File: src/rtl/serial_shift_unit_if.sv
// Request/result bundle between the register-file read side, the shift unit
// and the register-file write port.
interface serial_shift_unit_if #(
   parameter int XLEN = 32
);
   logic            start;
   logic [1:0]      op;
   logic [XLEN-1:0] rs1_val;
   logic [XLEN-1:0] rs2_val;
   logic [4:0]      rd_in;
   logic            busy;
   logic            done;
   logic            wEn;
   logic [4:0]      rd;
   logic [XLEN-1:0] data;

   modport master (
      output start, op, rs1_val, rs2_val, rd_in,
      input  busy, done, wEn, rd, data
   );

   modport slave (
      input  start, op, rs1_val, rs2_val, rd_in,
      output busy, done, wEn, rd, data
   );
endinterface

File: src/rtl/serial_shift_unit.sv
// RV32I shift execute unit: shifts one bit per cycle and writes the result
// back to the register file in a single DONE cycle.
module serial_shift_unit #(
   parameter int XLEN    = 32,
   parameter int SHAMT_W = 5
) (
   input  logic             clk,
   input  logic             reset,
   serial_shift_unit_if.slave bus
);

   typedef enum logic [1:0] {
      IDLE  = 2'd0,
      SHIFT = 2'd1,
      DONE  = 2'd2
   } state_t;

   state_t             r_state;
   state_t             w_nextState;
   logic [XLEN-1:0]    r_shift;
   logic [XLEN-1:0]    w_shiftNext;
   logic [SHAMT_W-1:0] r_count;
   logic [SHAMT_W-1:0] w_countNext;
   logic [1:0]         r_op;
   logic [1:0]         w_opNext;
   logic [4:0]         r_rd;
   logic [4:0]         w_rdNext;
   logic               w_done;

   always_ff @(posedge clk) begin
      if (reset) begin
         r_state <= IDLE;
         r_shift <= '0;
         r_count <= '0;
         r_op    <= '0;
         r_rd    <= '0;
      end else begin
         r_state <= w_nextState;
         r_shift <= w_shiftNext;
         r_count <= w_countNext;
         r_op    <= w_opNext;
         r_rd    <= w_rdNext;
      end
   end

   // op encoding is {arith,right}; 2'b10 has no meaning and falls into SLL
   always_comb begin
      w_nextState = r_state;
      w_shiftNext = r_shift;
      w_countNext = r_count;
      w_opNext    = r_op;
      w_rdNext    = r_rd;
      case (r_state)
         IDLE: begin
            if (bus.start) begin
               w_shiftNext = bus.rs1_val;
               w_countNext = bus.rs2_val[SHAMT_W-1:0];
               w_opNext    = bus.op;
               w_rdNext    = bus.rd_in;
               w_nextState = (bus.rs2_val[SHAMT_W-1:0] == '0) ? DONE : SHIFT;
            end
         end
         SHIFT: begin
            case (r_op)
               2'b01:   w_shiftNext = {1'b0, r_shift[XLEN-1:1]};
               2'b11:   w_shiftNext = {r_shift[XLEN-1], r_shift[XLEN-1:1]};
               default: w_shiftNext = {r_shift[XLEN-2:0], 1'b0};
            endcase
            w_countNext = r_count - SHAMT_W'(1);
            if (r_count == SHAMT_W'(1)) begin
               w_nextState = DONE;
            end
         end
         DONE: begin
            w_nextState = IDLE;
         end
         default: begin
            w_nextState = IDLE;
         end
      endcase
   end

   // data/rd hold their last result in IDLE; only done and wEn qualify them
   assign w_done   = (r_state == DONE);
   assign bus.done = w_done;
   assign bus.busy = (r_state != IDLE);
   assign bus.wEn  = w_done && (r_rd != 5'd0);
   assign bus.rd   = r_rd;
   assign bus.data = r_shift;

endmodule

File: src/flat_wrapper.sv
// flat-port wrapper written by rule: the top's interface ports become plain ports
module serial_shift_unit_flat 
#(
   parameter int XLEN    = 32,
   parameter int SHAMT_W = 5
)
  (clk, reset, bus_start, bus_op, bus_rs1_val, bus_rs2_val, bus_rd_in, bus_busy, bus_done, bus_wEn, bus_rd, bus_data);
  serial_shift_unit_if #(.XLEN(XLEN)) bus_i ();
  input  logic clk;
  input  logic reset;
  input wire logic [$bits(bus_i.start)-1:0] bus_start;
  input wire logic [$bits(bus_i.op)-1:0] bus_op;
  input wire logic [$bits(bus_i.rs1_val)-1:0] bus_rs1_val;
  input wire logic [$bits(bus_i.rs2_val)-1:0] bus_rs2_val;
  input wire logic [$bits(bus_i.rd_in)-1:0] bus_rd_in;
  output wire logic [$bits(bus_i.busy)-1:0] bus_busy;
  output wire logic [$bits(bus_i.done)-1:0] bus_done;
  output wire logic [$bits(bus_i.wEn)-1:0] bus_wEn;
  output wire logic [$bits(bus_i.rd)-1:0] bus_rd;
  output wire logic [$bits(bus_i.data)-1:0] bus_data;
  assign bus_i.start = bus_start;
  assign bus_i.op = bus_op;
  assign bus_i.rs1_val = bus_rs1_val;
  assign bus_i.rs2_val = bus_rs2_val;
  assign bus_i.rd_in = bus_rd_in;
  assign bus_busy = bus_i.busy;
  assign bus_done = bus_i.done;
  assign bus_wEn = bus_i.wEn;
  assign bus_rd = bus_i.rd;
  assign bus_data = bus_i.data;
  serial_shift_unit #(.XLEN(XLEN), .SHAMT_W(SHAMT_W)) u_core (.clk(clk), .reset(reset), .bus(bus_i));
endmodule
File: config.mk
export PLATFORM = sky130hd
export DESIGN_NAME = serial_shift_unit_flat
export DESIGN_NICKNAME = d
export VERILOG_FILES = /design/src/rtl/serial_shift_unit_if.sv /design/src/rtl/serial_shift_unit.sv /design/src/flat_wrapper.sv
export SDC_FILE = /design/constraint.sdc
export NUM_CORES = 1
export LEC_CHECK = 0
export CAP_MARGIN = 20
export CORE_ASPECT_RATIO = 1.4
export CORE_MARGIN = 1
export CORE_UTILIZATION = 42
export DETAILED_ROUTE_END_ITERATION = 12
export PLACE_DENSITY_LB_ADDON = 0.25
export REMOVE_ABC_BUFFERS = 1
export SLEW_MARGIN = 10
export SYNTH_ARGS = -nofsm -noshare
export SYNTH_HDL_FRONTEND = slang
export SYNTH_SLANG_ARGS = --single-unit
export TNS_END_PERCENT = 5
File: constraint.sdc
create_clock -name clk -period 1.6 [get_ports clk]
set_clock_uncertainty 0.15 [all_clocks]
set_input_delay 0.32 -clock clk [delete_from_list [all_inputs] [get_ports clk]]
set_output_delay 0.32 -clock clk [all_outputs]
set_load 0.02 [all_outputs]
==> results_dict.tcl <==
set metrics [dict create \
    outcome "complete, but fails checks" \
    synth-simple-area-share 0.0786 \
    nets 406 \
    yosysWarnings 0 \
    syn_to_final_growth_pct 46.0 \
    endpoint "bus_wEn" \
    die_y_um 93.6 \
    power_density_nw_per_um2 912 \
    rsz0062_at_grt "yes" \
    synthFlopType "dfxtp_1" \
    finalHoldViolCount 0 \
    r2r_slack_ns 0.07 \
    drt_iter0_drc 109 \
    drt_wl_total_um 6040 \
    antenna_found_initial 0 \
    vias 2157 \
    numCtsBuffers 5 \
    synthXorXnorAreaFrac 0 \
    reg2reg_to "u_core.bus.data[20]$_SDFFE_PP0P_" \
    drv_slew 0 \
    cp-start-kind "register" \
    finalCriticalPeriod_ns 1.93 \
    r2r-start "u_core.r_state[1]$_SDFFE_PP0P_" \
    port_buffers 86 \
    fin_crit_sh 1.21 \
    coreArea_um2 5820 \
    grt_pass1_vias 2140 \
    cts_hold_buf 0 \
    setup_violations 2 \
    drc_errors 0 \
    postPlaceCellArea_um2 3600 \
    dp_hpwl_um 4310 \
    reg2regPathDepth 6 \
    peakVddDrop_uv 525 \
    critPathKind "register to output pin" \
    synth_cells 226 \
    design.die.area_um2 6310 \
    setup_ws_ns -0.330 \
    tightest_slew_ns 0.323 \
    setup-tns-final_ns -0.466 \
    yosysTopAreaCellShare 0.366 \
    track_usage 0.210 \
    final_util 0.631 \
    yosysMostFrequentCell "dfxtp_1" \
    final_area_um2 3670 \
    antenna_cells 0 \
    clk_pin_slew_ns 0.09 \
    grt_pass1_wl_um 10100 \
    synthTopCellsByArea "dfxtp_1 (37%), mux2i_1 (15%), mux2_2 (11%)" \
    clkSinkCount 46 \
    ant_nets 0 \
    htreeDepth 2 \
    power_mw 3.35 \
    synth-compound-area-share 0.181 \
    avgSynthCellArea_um2 11.1 \
    synth_fa_ha_area_frac 0.00995 \
    synth_top_family_by_area "multiplexers" \
    initial_core_util 0.432 \
    pre_cts_ws_ns -0.398 \
    avgViaCountPerCell 5.38 \
    cts_buffer_depth 2 \
    yosys_register_bits 46 \
    synthArstFlopShare 0 \
    yosysUniqueCellTypes 45 \
    leakage_nw 1.58 \
    drtPass1Iterations 4 \
    yosysTopAreaCell "dfxtp_1" \
    synthesis.area_um2 2510 \
    place_congestion 0.773 \
    ios 114 \
    fillers 534 \
    ys_seq_area_frac 0.366 \
    clk_latency_ns 0.30 \
    violations "setup timing" \
    rows 33 \
    grt-ovfl-total 0 \
    synth_edf_count 0 \
    cp.arrival_ns 1.46 \
    wl_per_cell_um 15.1 \
    critPathRequiredTime_ns 1.13 \
    cts_root_buffer "clkbuf_8" \
    worstSetupStartpoint "u_core.bus.rd[3]$_SDFFE_PP0P_" \
    die_w_um 67.4 \
    slew_headroom 0.782 \
    critPathMaxFanout 2 \
    setup.worst_path.end_class "output pin" \
    ys_top_cells_by_count "dfxtp_1 (46), mux2i_1 (38), o2bb2ai_1 (30)" \
    max_clock_freq_mhz 518 \
    cap_violations 0 \
    hold_class "register to register" \
    synthMuxAreaShare 0.286 \
    cts_tree "built" \
    drive_gt1_frac 0.248 \
    grt_max_degree 31 \
]
layer usage:
layer / routed length [um] / share of wire / global-route usage
met3: 376 / 0.062 / 0.0585
met2: 2910 / 0.48 / 0.345
met4: 129 / 0.021 / 0.0762
met1: 2620 / 0.43 / 0.256
met5: 0 / 0 / 0
sequential cells by signal, summed over array words and instances, names as in the netlist:
register,count
u_core.bus.data,32
u_core.bus.rd,5
u_core.r_count,5
u_core.r_op,2
u_core.r_state,2
cell usage in the layout (no fill, tap or decap), types with 4 or more instances in the layout:
| master | netlist | layout |
|---|---|---|
| buf_4 | 9 | 23 |
| buf_12 | 3 | 7 |
| dfxtp_1 | 46 | 41 |
| mux2i_1 | 38 | 38 |
| o2bb2ai_1 | 30 | 30 |
| dfxtp_2 | 0 | 5 |
| mux2_2 | 25 | 25 |
| inv_1 | 5 | 5 |
| clkbuf_8 | 0 | 5 |
| nor2_1 | 11 | 11 |
| clkdlybuf4s50_1 | 0 | 47 |
| a21oi_1 | 4 | 4 |
| mux2_1 | 5 | 5 |
| dlygate4sd2_1 | 0 | 36 |
metrics by stage:
| stage | hold WS (ns) | instances |
|---|---|---|
| after floorplan | 0.235 | 206 |
| after detailed placement | 0.327 | 392 |
| after global placement | 0.318 | 392 |
| after global routing | 0.366 | 401 |
| final | 0.328 | 401 |
| after CTS | 0.340 | 401 |
how the worst min path moves through the flow:
stage	from	depth (start not counted)	end
floorplan	reset	1	u_core.r_count[3]$_SDFFE_PP0P_
global route	u_core.r_op[1]$_SDFFE_PP0P_	2	u_core.r_op[1]$_SDFFE_PP0P_
global placement	u_core.r_count[1]$_SDFFE_PP0P_	2	u_core.r_count[1]$_SDFFE_PP0P_
detailed placement	u_core.r_op[1]$_SDFFE_PP0P_	2	u_core.r_op[1]$_SDFFE_PP0P_
finish	u_core.r_count[1]$_SDFFE_PP0P_	2	u_core.r_count[1]$_SDFFE_PP0P_
CTS	u_core.r_count[1]$_SDFFE_PP0P_	2	u_core.r_count[1]$_SDFFE_PP0P_
layout make-up:
| cell class | count | area [um^2] | area share |
|---|---|---|---|
| sequential | 46 | 927 | 0.253 |
| multi-input combinational | 155 | 1400 | 0.380 |
| inverter | 5 | 18.8 | 0.00511 |
| clock inverter | 2 | 37.5 | 0.0102 |
| timing repair buffer | 117 | 1130 | 0.308 |
| clock buffer | 6 | 72.6 | 0.0198 |
| tap | 70 | 87.6 | 0.0239 |
power by group:
part           internal (mW)  switching, mW  total [mW]  leakage (nW)
sequential              1.27          0.111        1.38         0.381
combinational          0.596          0.500        1.10          1.14
clock                  0.467          0.404       0.870        0.0514
cell families (layout without fill, tap and decap cells):
group / Yosys count / in the layout
AOI/OAI and AO/OA: 53 / 53
DFF: 46 / 46
and+or+nand+nor: 32 / 32
buffers and inverters: 25 / 130
muxes: 68 / 68
adders and majority gates: 2 / 2
timing repair:
action / CTS / global route
pin swaps: 1 / 1
setup endpoints to repair: 40 / 34
hold endpoints to repair: 0 / 0
resized for setup: 50 / 6
setup buffers: 1 / 0
critical path, stage by stage (launching register included):
cell and delay (ns):
dfxtp_2 0.33, or4_1 0.52, o21a_1 0.19, buf_6 0.13
Note: power is estimated with default switching activity, not from simulation.
